==> config.mk <==
export PLATFORM = sky130hd
export DESIGN_NAME = retire_monitor
export DESIGN_NICKNAME = d
export VERILOG_FILES = /design/src/rtl/retire_monitor.sv
export SDC_FILE = /design/constraint.sdc
export NUM_CORES = 1
export LEC_CHECK = 0
export CAP_MARGIN = 25
export CELL_PAD_IN_SITES_DETAIL_PLACEMENT = 0
export CELL_PAD_IN_SITES_GLOBAL_PLACEMENT = 1
export CORE_MARGIN = 2
export CORE_UTILIZATION = 45
export CTS_BUF_LIST = sky130_fd_sc_hd__clkbuf_8
export DETAILED_ROUTE_END_ITERATION = 12
export GPL_TIMING_DRIVEN = 1
export PLACE_DENSITY = 0.95
export RECOVER_POWER = 100
export SLEW_MARGIN = 20
export SYNTH_ARGS = -nofsm -noshare
export SYNTH_HDL_FRONTEND = slang
export SYNTH_SLANG_ARGS = --single-unit
==> constraint.sdc <==
create_clock -name i_clk -period 6.6 [get_ports i_clk]
set_input_delay 0.66 -clock i_clk [delete_from_list [all_inputs] [get_ports i_clk]]
set_output_delay 0.66 -clock i_clk [all_outputs]
set_load 0.01 [all_outputs]
==> src/rtl/retire_monitor.sv <==
// retire_monitor
//   Watches the instruction retirement stream of a core and keeps run
//   statistics (cycles, instructions, control transfers, mispredictions).
//   Detects a core spinning on one PC (halt) and a core that stopped
//   retiring (watchdog timeout); both are terminal until i_clear or reset.
//
//   state   | meaning
//   --------+-----------------------------------------------------------
//   IDLE    | waiting for the first retirement, nothing counts
//   RUN     | counting; watchdog and halt detector armed
//   HALTED  | HALT_REPEAT consecutive retirements of one PC; frozen
//   TIMEOUT | WDT_CYCLES cycles without a retirement; frozen
//
// Ports
//   i_clk, i_reset (async, active-low), i_clear (sync clear)
//   i_insn_vld, i_ctrl, i_mispred, i_pc_debug : retirement stream
//   o_cycle_cnt, o_insn_cnt, o_ctrl_cnt, o_mispred_cnt : saturating counters
//   o_state, o_done, o_timeout, o_halt_pc : status
module retire_monitor #(
    parameter int CNT_W       = 32,
    parameter int PC_W        = 32,
    parameter int WDT_CYCLES  = 1000,
    parameter int HALT_REPEAT = 4
) (
    input  logic             i_clk,
    input  logic             i_reset,
    input  logic             i_clear,
    input  logic             i_insn_vld,
    input  logic             i_ctrl,
    input  logic             i_mispred,
    input  logic [PC_W-1:0]  i_pc_debug,
    output logic [CNT_W-1:0] o_cycle_cnt,
    output logic [CNT_W-1:0] o_insn_cnt,
    output logic [CNT_W-1:0] o_ctrl_cnt,
    output logic [CNT_W-1:0] o_mispred_cnt,
    output logic [1:0]       o_state,
    output logic             o_done,
    output logic             o_timeout,
    output logic [PC_W-1:0]  o_halt_pc
);

    generate
        if (HALT_REPEAT < 2) begin : g_bad_halt_repeat
            $error("retire_monitor: HALT_REPEAT must be at least 2");
        end
        if (WDT_CYCLES < 1) begin : g_bad_wdt_cycles
            $error("retire_monitor: WDT_CYCLES must be at least 1");
        end
    endgenerate

    localparam int WDT_W = $clog2(WDT_CYCLES + 1);
    localparam int REP_W = $clog2(HALT_REPEAT + 1);

    typedef enum logic [1:0] {
        ST_IDLE    = 2'd0,
        ST_RUN     = 2'd1,
        ST_HALTED  = 2'd2,
        ST_TIMEOUT = 2'd3
    } state_t;

    state_t           state_q, state_nx;
    logic [CNT_W-1:0] cycle_q, cycle_nx;
    logic [CNT_W-1:0] insn_q, insn_nx;
    logic [CNT_W-1:0] ctrl_q, ctrl_nx;
    logic [CNT_W-1:0] mis_q, mis_nx;
    logic [WDT_W-1:0] wdt_q, wdt_nx;
    logic [REP_W-1:0] rep_q, rep_nx;
    logic [PC_W-1:0]  prev_pc_q, prev_pc_nx;
    logic [PC_W-1:0]  halt_pc_q, halt_pc_nx;
    logic             done_q, done_nx;
    logic             timeout_q, timeout_nx;

    function automatic logic [CNT_W-1:0] sat_inc(input logic [CNT_W-1:0] v,
                                                 input logic en);
        return (en && (v != '1)) ? v + CNT_W'(1) : v;
    endfunction

    always_comb begin
        state_nx   = state_q;
        cycle_nx   = cycle_q;
        insn_nx    = insn_q;
        ctrl_nx    = ctrl_q;
        mis_nx     = mis_q;
        wdt_nx     = wdt_q;
        rep_nx     = rep_q;
        prev_pc_nx = prev_pc_q;
        halt_pc_nx = halt_pc_q;

        if (i_clear) begin
            state_nx   = ST_IDLE;
            cycle_nx   = '0;
            insn_nx    = '0;
            ctrl_nx    = '0;
            mis_nx     = '0;
            wdt_nx     = '0;
            rep_nx     = '0;
            prev_pc_nx = '0;
            halt_pc_nx = '0;
        end else begin
            case (state_q)
                ST_IDLE: begin
                    if (i_insn_vld) begin
                        // The waking retirement is the first one of the run:
                        // it has no predecessor, so the repeat count starts at 1.
                        state_nx   = ST_RUN;
                        cycle_nx   = sat_inc(cycle_q, 1'b1);
                        insn_nx    = sat_inc(insn_q, 1'b1);
                        ctrl_nx    = sat_inc(ctrl_q, i_ctrl);
                        mis_nx     = sat_inc(mis_q, i_mispred);
                        wdt_nx     = '0;
                        rep_nx     = REP_W'(1);
                        prev_pc_nx = i_pc_debug;
                    end
                end
                ST_RUN: begin
                    cycle_nx = sat_inc(cycle_q, 1'b1);
                    insn_nx  = sat_inc(insn_q, i_insn_vld);
                    ctrl_nx  = sat_inc(ctrl_q, i_insn_vld & i_ctrl);
                    mis_nx   = sat_inc(mis_q, i_insn_vld & i_mispred);
                    if (i_insn_vld) begin
                        wdt_nx     = '0;
                        rep_nx     = (i_pc_debug == prev_pc_q) ? rep_q + REP_W'(1)
                                                               : REP_W'(1);
                        prev_pc_nx = i_pc_debug;
                    end else begin
                        wdt_nx = wdt_q + WDT_W'(1);
                    end
                    // Halt is checked first so it wins over a coincident expiry.
                    if (i_insn_vld && (rep_nx == REP_W'(HALT_REPEAT))) begin
                        state_nx   = ST_HALTED;
                        halt_pc_nx = i_pc_debug;
                    end else if (wdt_nx == WDT_W'(WDT_CYCLES)) begin
                        state_nx = ST_TIMEOUT;
                    end
                end
                default: begin
                    // HALTED / TIMEOUT hold everything.
                end
            endcase
        end

        done_nx    = (state_nx == ST_HALTED) || (state_nx == ST_TIMEOUT);
        timeout_nx = (state_nx == ST_TIMEOUT);
    end

    always_ff @(posedge i_clk or negedge i_reset) begin
        if (!i_reset) begin
            state_q   <= ST_IDLE;
            cycle_q   <= '0;
            insn_q    <= '0;
            ctrl_q    <= '0;
            mis_q     <= '0;
            wdt_q     <= '0;
            rep_q     <= '0;
            prev_pc_q <= '0;
            halt_pc_q <= '0;
            done_q    <= 1'b0;
            timeout_q <= 1'b0;
        end else begin
            state_q   <= state_nx;
            cycle_q   <= cycle_nx;
            insn_q    <= insn_nx;
            ctrl_q    <= ctrl_nx;
            mis_q     <= mis_nx;
            wdt_q     <= wdt_nx;
            rep_q     <= rep_nx;
            prev_pc_q <= prev_pc_nx;
            halt_pc_q <= halt_pc_nx;
            done_q    <= done_nx;
            timeout_q <= timeout_nx;
        end
    end

    assign o_cycle_cnt   = cycle_q;
    assign o_insn_cnt    = insn_q;
    assign o_ctrl_cnt    = ctrl_q;
    assign o_mispred_cnt = mis_q;
    assign o_state       = state_q;
    assign o_done        = done_q;
    assign o_timeout     = timeout_q;
    assign o_halt_pc     = halt_pc_q;

endmodule

== After elaboration in Yosys (flattened, before gate mapping) ==
Index checks and enable logic that the tools add are counted.
Word-level totals
  register bits after elaboration: 209
  input bits: 38
  output and inout bits: 164
  logic and storage cells: 99
Operators by class
  add/sub/neg operators: 6
  equal/unequal tests: 17
  multiplexer cells: 43
  bitwise operators: 2
  reduce and logical (&&, ||, !) cells: 20
Operators by type and width (count)
  32-bit 2-to-1 mux: 21
  32-bit case mux with 2 select lines: 4
  32-bit by 1-bit adder with 32-bit output, second input constant: 4
  32-bit != test, second input constant: 4
  10-bit 2-to-1 mux: 5
  32-bit equality test: 1
  3-bit != test, second input constant: 7
  10-bit case mux with 2 select lines: 1
  3-bit 2-to-1 mux: 6
  4-bit AND reduction: 3
  10-bit by 1-bit adder with 10-bit output, second input constant: 1
  10-bit equality test, second input constant: 1
  2-bit 2-to-1 mux: 4
  2-bit nonzero test: 4
  1-bit logical AND: 6
  3-bit case mux with 2 select lines: 1
  2-bit AND reduction: 3
  2-bit equality test, second input constant: 2
  2-bit case mux with 2 select lines: 1
  3-bit by 1-bit adder with 3-bit output, second input constant: 1
  3-bit equality test, second input constant: 1
  3-bit nonzero test: 1
  1-bit bitwise AND: 2
  2-bit by 1-bit equality test with 1-bit output, second input constant: 1
  3 further kinds: 3

== Longest topological paths before layout ==
  word-level depth: 12
  gate-level depth with buffers: 9
  gate-level depth less buffers: 6

== Worst setup path after synthesis ==
No wires, ideal clock.
  path type: input port to flip-flop
  start point: input i_insn_vld
  end point: register cycle_q[25] (netlist: o_cycle_cnt[25])
  library setup time: 78 ps
  arrival: 2352 ps
  data required time: 6522 ps
  path slack: 4170 ps
  stages: 7
  buffers on the path: 2
  cells stage by stage: buf_6 > o21bai_4 > a2111oi_4 > or3b_1 > buf_6 > or4_1 > a21oi_1
On the way
  longest elaborated chain between the ends: 2
Ends and longest elaborated chain
  start, declared: line 28  | input logic i_insn_vld,
  3-bit != test (no source line)
  2-bit AND reduction (no source line)
  end signal, assigned: line 161  | cycle_q <= cycle_nx;
  end, declared: line 62  | logic [CNT_W-1:0] cycle_q, cycle_nx;
Every way passes these cells.
A chain may end at the register's enable or synchronous reset.

== Final worst setup path ==
  start point: register cycle_q[21] (netlist: o_cycle_cnt[21])
  end point: register cycle_q[4] (netlist: o_cycle_cnt[4])
On the way
  longest elaborated chain between the ends: 5
Ends and longest elaborated chain
  32-bit != test *: line 75  | return (en && (v != '1)) ? v + CNT_W'(1) : v;
  32-bit 2-to-1 mux *
  32-bit 2-to-1 mux
  32-bit case mux with 2 select lines *
  32-bit 2-to-1 mux *
Mark *: on every way between the ends. The rest lies on a longest branch, timed or not. The select of a mux whose other input is x is not followed.

==> flow_summary_export.csv <==
group,metric,value,unit
power_and_ir_drop,power_density,188,mW/mm2
worst_setup_path,worstSetupPathType,"flip-flop to flip-flop",
worst_setup_path,endpoint_kind,"flip-flop",
cts,cts_sinks,209,
global_route,grt_max_degree,86,
placed_design,dp.cells,1672,
worst_setup_path,cp_cell_sequence,"nand4_1 > or4_1 > nor4_1 > o21ai_0 > a21oi_1",
global_route,antenna_found_initial,1,
logic_synthesis,syn_avg_cell_area,9.52,um2
layout,final_cell_count_no_fill,1743,
timing,rsz0062_at_grt,"no",
logic_synthesis,synth_edf_count,0,
detailed_routing,drtPass1Iterations,5,
global_route,grt_pass1_vias,9770,
cts,cts_resized,0,
cts,cts_made_buffers,37,
global_route,grt_use_met3,0.0449,
layout,fin_nets,1428,
worst_setup_path,r2r-end,"o_cycle_cnt[4]",
detailed_routing,vias,10500,
detailed_routing,drtAntennaViolNets,0,
min_path,min-delay-start,"rep_q[1]",
global_route,track_usage,0.227,
placed_design,dp_slack,2620,ps
cts,tritoncts,"yes",
logic_synthesis,yosys_warnings,0,
floorplan,num_rows,58,
timing,hold_viol,0,
placed_design,gp_congestion,0.827,
global_route,overflow,0,
worst_setup_path,cp-start-kind,"flip-flop",
timing,fin_ws,2250,ps
timing,slew-limit-headroom,-1.43,
outcome,status,"finished, violations left",
logic_synthesis,ys_types,78,
placed_design,io_buffers,201,
power_and_ir_drop,p_leak,5.92,nW
placed_design,dp_hpwl,20.6,mm
cts,htree_levels,2,
detailed_routing,avgViaCountPerCell,6.04,
logic_synthesis,synth_top_flop_cell,"dfrtp_1",
floorplan,dieArea,0.0267,mm2
cts,post_cts_buffers,0,
worst_setup_path,slowest_delay,2240,ps
global_route,grt_busiest_layer,"met2",
floorplan,dieWidth,163,um
detailed_routing,drt-initial-drc-count,890,
min_path,min_path_type,"flip-flop to flip-flop",
detailed_routing,wire_per_inst,17.5,um
cts,worstSkewPairLatency,540,ps
layout,finish.utilization,0.570,
worst_setup_path,regToRegSetupSlack,2250,ps
logic_synthesis,ys_async_sr_fraction,1.00,
global_route,met2_usage,0.359,
floorplan,core_area,0.0250,mm2
floorplan,ios,202,
power_and_ir_drop,p_total,2.69,mW
logic_synthesis,synth_top_area_frac,0.457,
min_path,hold_path_depth,1,
layout,nFillCells,2202,
logic_synthesis,ys_seq_area_frac,0.457,
global_route,grt_pass1_wl,50.1,mm
logic_synthesis,synth.area.top_cells,"dfrtp_1 46%, a21oi_1 4.7%, nand2_1 4.3%",
min_path,holdPathEnd,"rep_q[1]",
cts,clk_pin_slew,70,ps
placed_design,place_area,0.0136,mm2
timing,tightestPinTransition,3650,ps
global_route,use_met1,0.319,
timing,fmax,0.230,GHz
timing,fin_crit,4350,ps
power_and_ir_drop,irDropWorstVdd,0.135,mV
worst_setup_path,cp.buffers_inverters,0,
timing,period_share,0.658,
timing,tns,0,ps
run,maxCapViolCount,6,
logic_synthesis,synth_nets,1246,
layout,post-route-cell-area,0.0143,mm2
timing,fin_skew,36.3,ps
cts,clockBufferDepth,3,
layout,layout-area-overhead-vs-synth,24.9,%
worst_setup_path,required,7050,ps
detailed_routing,drt_wl_total,30.5,mm
logic_synthesis,netlist_instances,1202,
worst_setup_path,reg2regPathDepth,5,
floorplan,initial_utilization,0.457,
logic_synthesis,ys_seq_elements,209,
timing,setup_violations,0,
logic_synthesis,synth_top_area_cell,"dfrtp_1",
worst_setup_path,cp_max_fo,23,
layout,drive_gt1_frac,0.0602,
worst_setup_path,slowest_stage,"nor4_1",
outcome,violations,"capacitance limit, slew limit",
worst_setup_path,reg2reg_from,"o_cycle_cnt[21]",
floorplan,chipHeight,163,um
worst_setup_path,worstPathArrival,4790,ps
cts,postCtsHoldBufs,0,
worst_setup_path,critical-path-top-delay-family,"simple AND/OR/NAND/NOR gates",
timing,slew_viol_final,215,
detailed_routing,route.detailed.drc,0,
timing,holdWs,523,ps
logic_synthesis,syn-cell-area,0.0114,mm2
cts,cts_root_buf,"clkbuf_8",
-- worst reg2reg max path, stage by stage, from the launching register on --
cell	delay, ps
dfrtp_1	450
nand4_1	320
or4_1	670
nor4_1	2240
o21ai_0	370
a21oi_1	220
-- cell families after synthesis --
family,Yosys count,synth area share
multiplexers,44,0.0397
XOR/XNOR,38,0.0291
AO/OA/AOI/OAI,313,0.183
adder cells (fa/ha/maj),6,0.00656
buffers and inverters,91,0.0348
flip-flops,209,0.457
AND/OR/NAND/NOR,501,0.250
-- cell type report --
type | count | area, um2 | share of cell area
antenna | 1 | 2.50 | 0.000175
clock buffer | 45 | 619 | 0.0434
clock inverter | 22 | 119 | 0.00832
inverter | 22 | 82.6 | 0.00578
multi-input combinational | 902 | 5730 | 0.401
sequential | 209 | 5230 | 0.366
tap | 330 | 413 | 0.0289
timing repair buffer | 212 | 2080 | 0.146
-- worst max-delay path by stage --
stage	from	end	depth (start not counted)
floorplan	i_insn_vld	o_cycle_cnt[25]	7
global placement	i_insn_vld	o_halt_pc[17]	6
detailed placement	i_clear	o_mispred_cnt[13]	7
CTS	i_clear	o_mispred_cnt[13]	7
global route	i_reset	o_ctrl_cnt[2]	3
finish	o_cycle_cnt[21]	o_cycle_cnt[4]	5
-- per-layer routing --
layer	vias up	share of wire
li1	4955	-
met1	5194	0.45
met2	332	0.47
met3	40	0.066
met4	0	0.015
met5	-	0
-- synth_stat cells, types with 3 or more instances --
cell type,count
a211oi_1,6
a21oi_1,107
a22o_1,36
a31oi_1,4
and2_1,6
and3_1,16
and4_1,16
buf_1,3
buf_2,9
buf_6,5
clkbuf_1,50
dfrtp_1,209
ha_1,6
inv_1,21
mux2_2,9
mux2i_1,33
nand2_1,132
nand2b_1,9
nand3_1,57
nand4_1,43
nand4b_1,4
nor2_1,46
nor2b_1,8
nor3_1,15
nor3b_1,3
nor4_1,14
o2111ai_1,3
o211ai_1,4
o21a_1,5
o21ai_0,49
o21ai_1,3
o31a_1,4
o31ai_1,66
o41ai_1,5
or2_2,6
or3_1,39
or4_1,61
xnor2_1,35
xor2_1,3
-- flip-flops by register name (all words and copies together), names as in the netlist --
name           count
o_state            2
o_ctrl_cnt        32
rep_q              3
o_mispred_cnt     32
prev_pc_q         32
o_halt_pc         32
o_cycle_cnt       32
wdt_q             10
o_timeout          1
o_insn_cnt        32
o_done             1
-- power breakdown --
group	internal (mW)	switching (mW)	total [mW]	leakage [nW]
clock network	0.628	0.563	1.19	0.429
registers	1.30	0.0179	1.32	2.89
logic	0.0669	0.113	0.180	2.60
total	1.99	0.694	2.69	5.92
-- layout by cell type, fill, tap and decap left out, types with 34 or more instances in the layout --
cell type,n
dfrtp_1,209
dlygate4sd3_1,165
nand2_1,132
a21oi_1,107
o31ai_1,67
or4_1,62
nand3_1,57
o21ai_0,51
clkbuf_8,45
nand4_1,44
nor2_1,44
or3_1,39
a22o_1,36
xnor2_1,35
inv_1,34
clkdlybuf4s50_1,34
(Power assumes the default switching activity.)
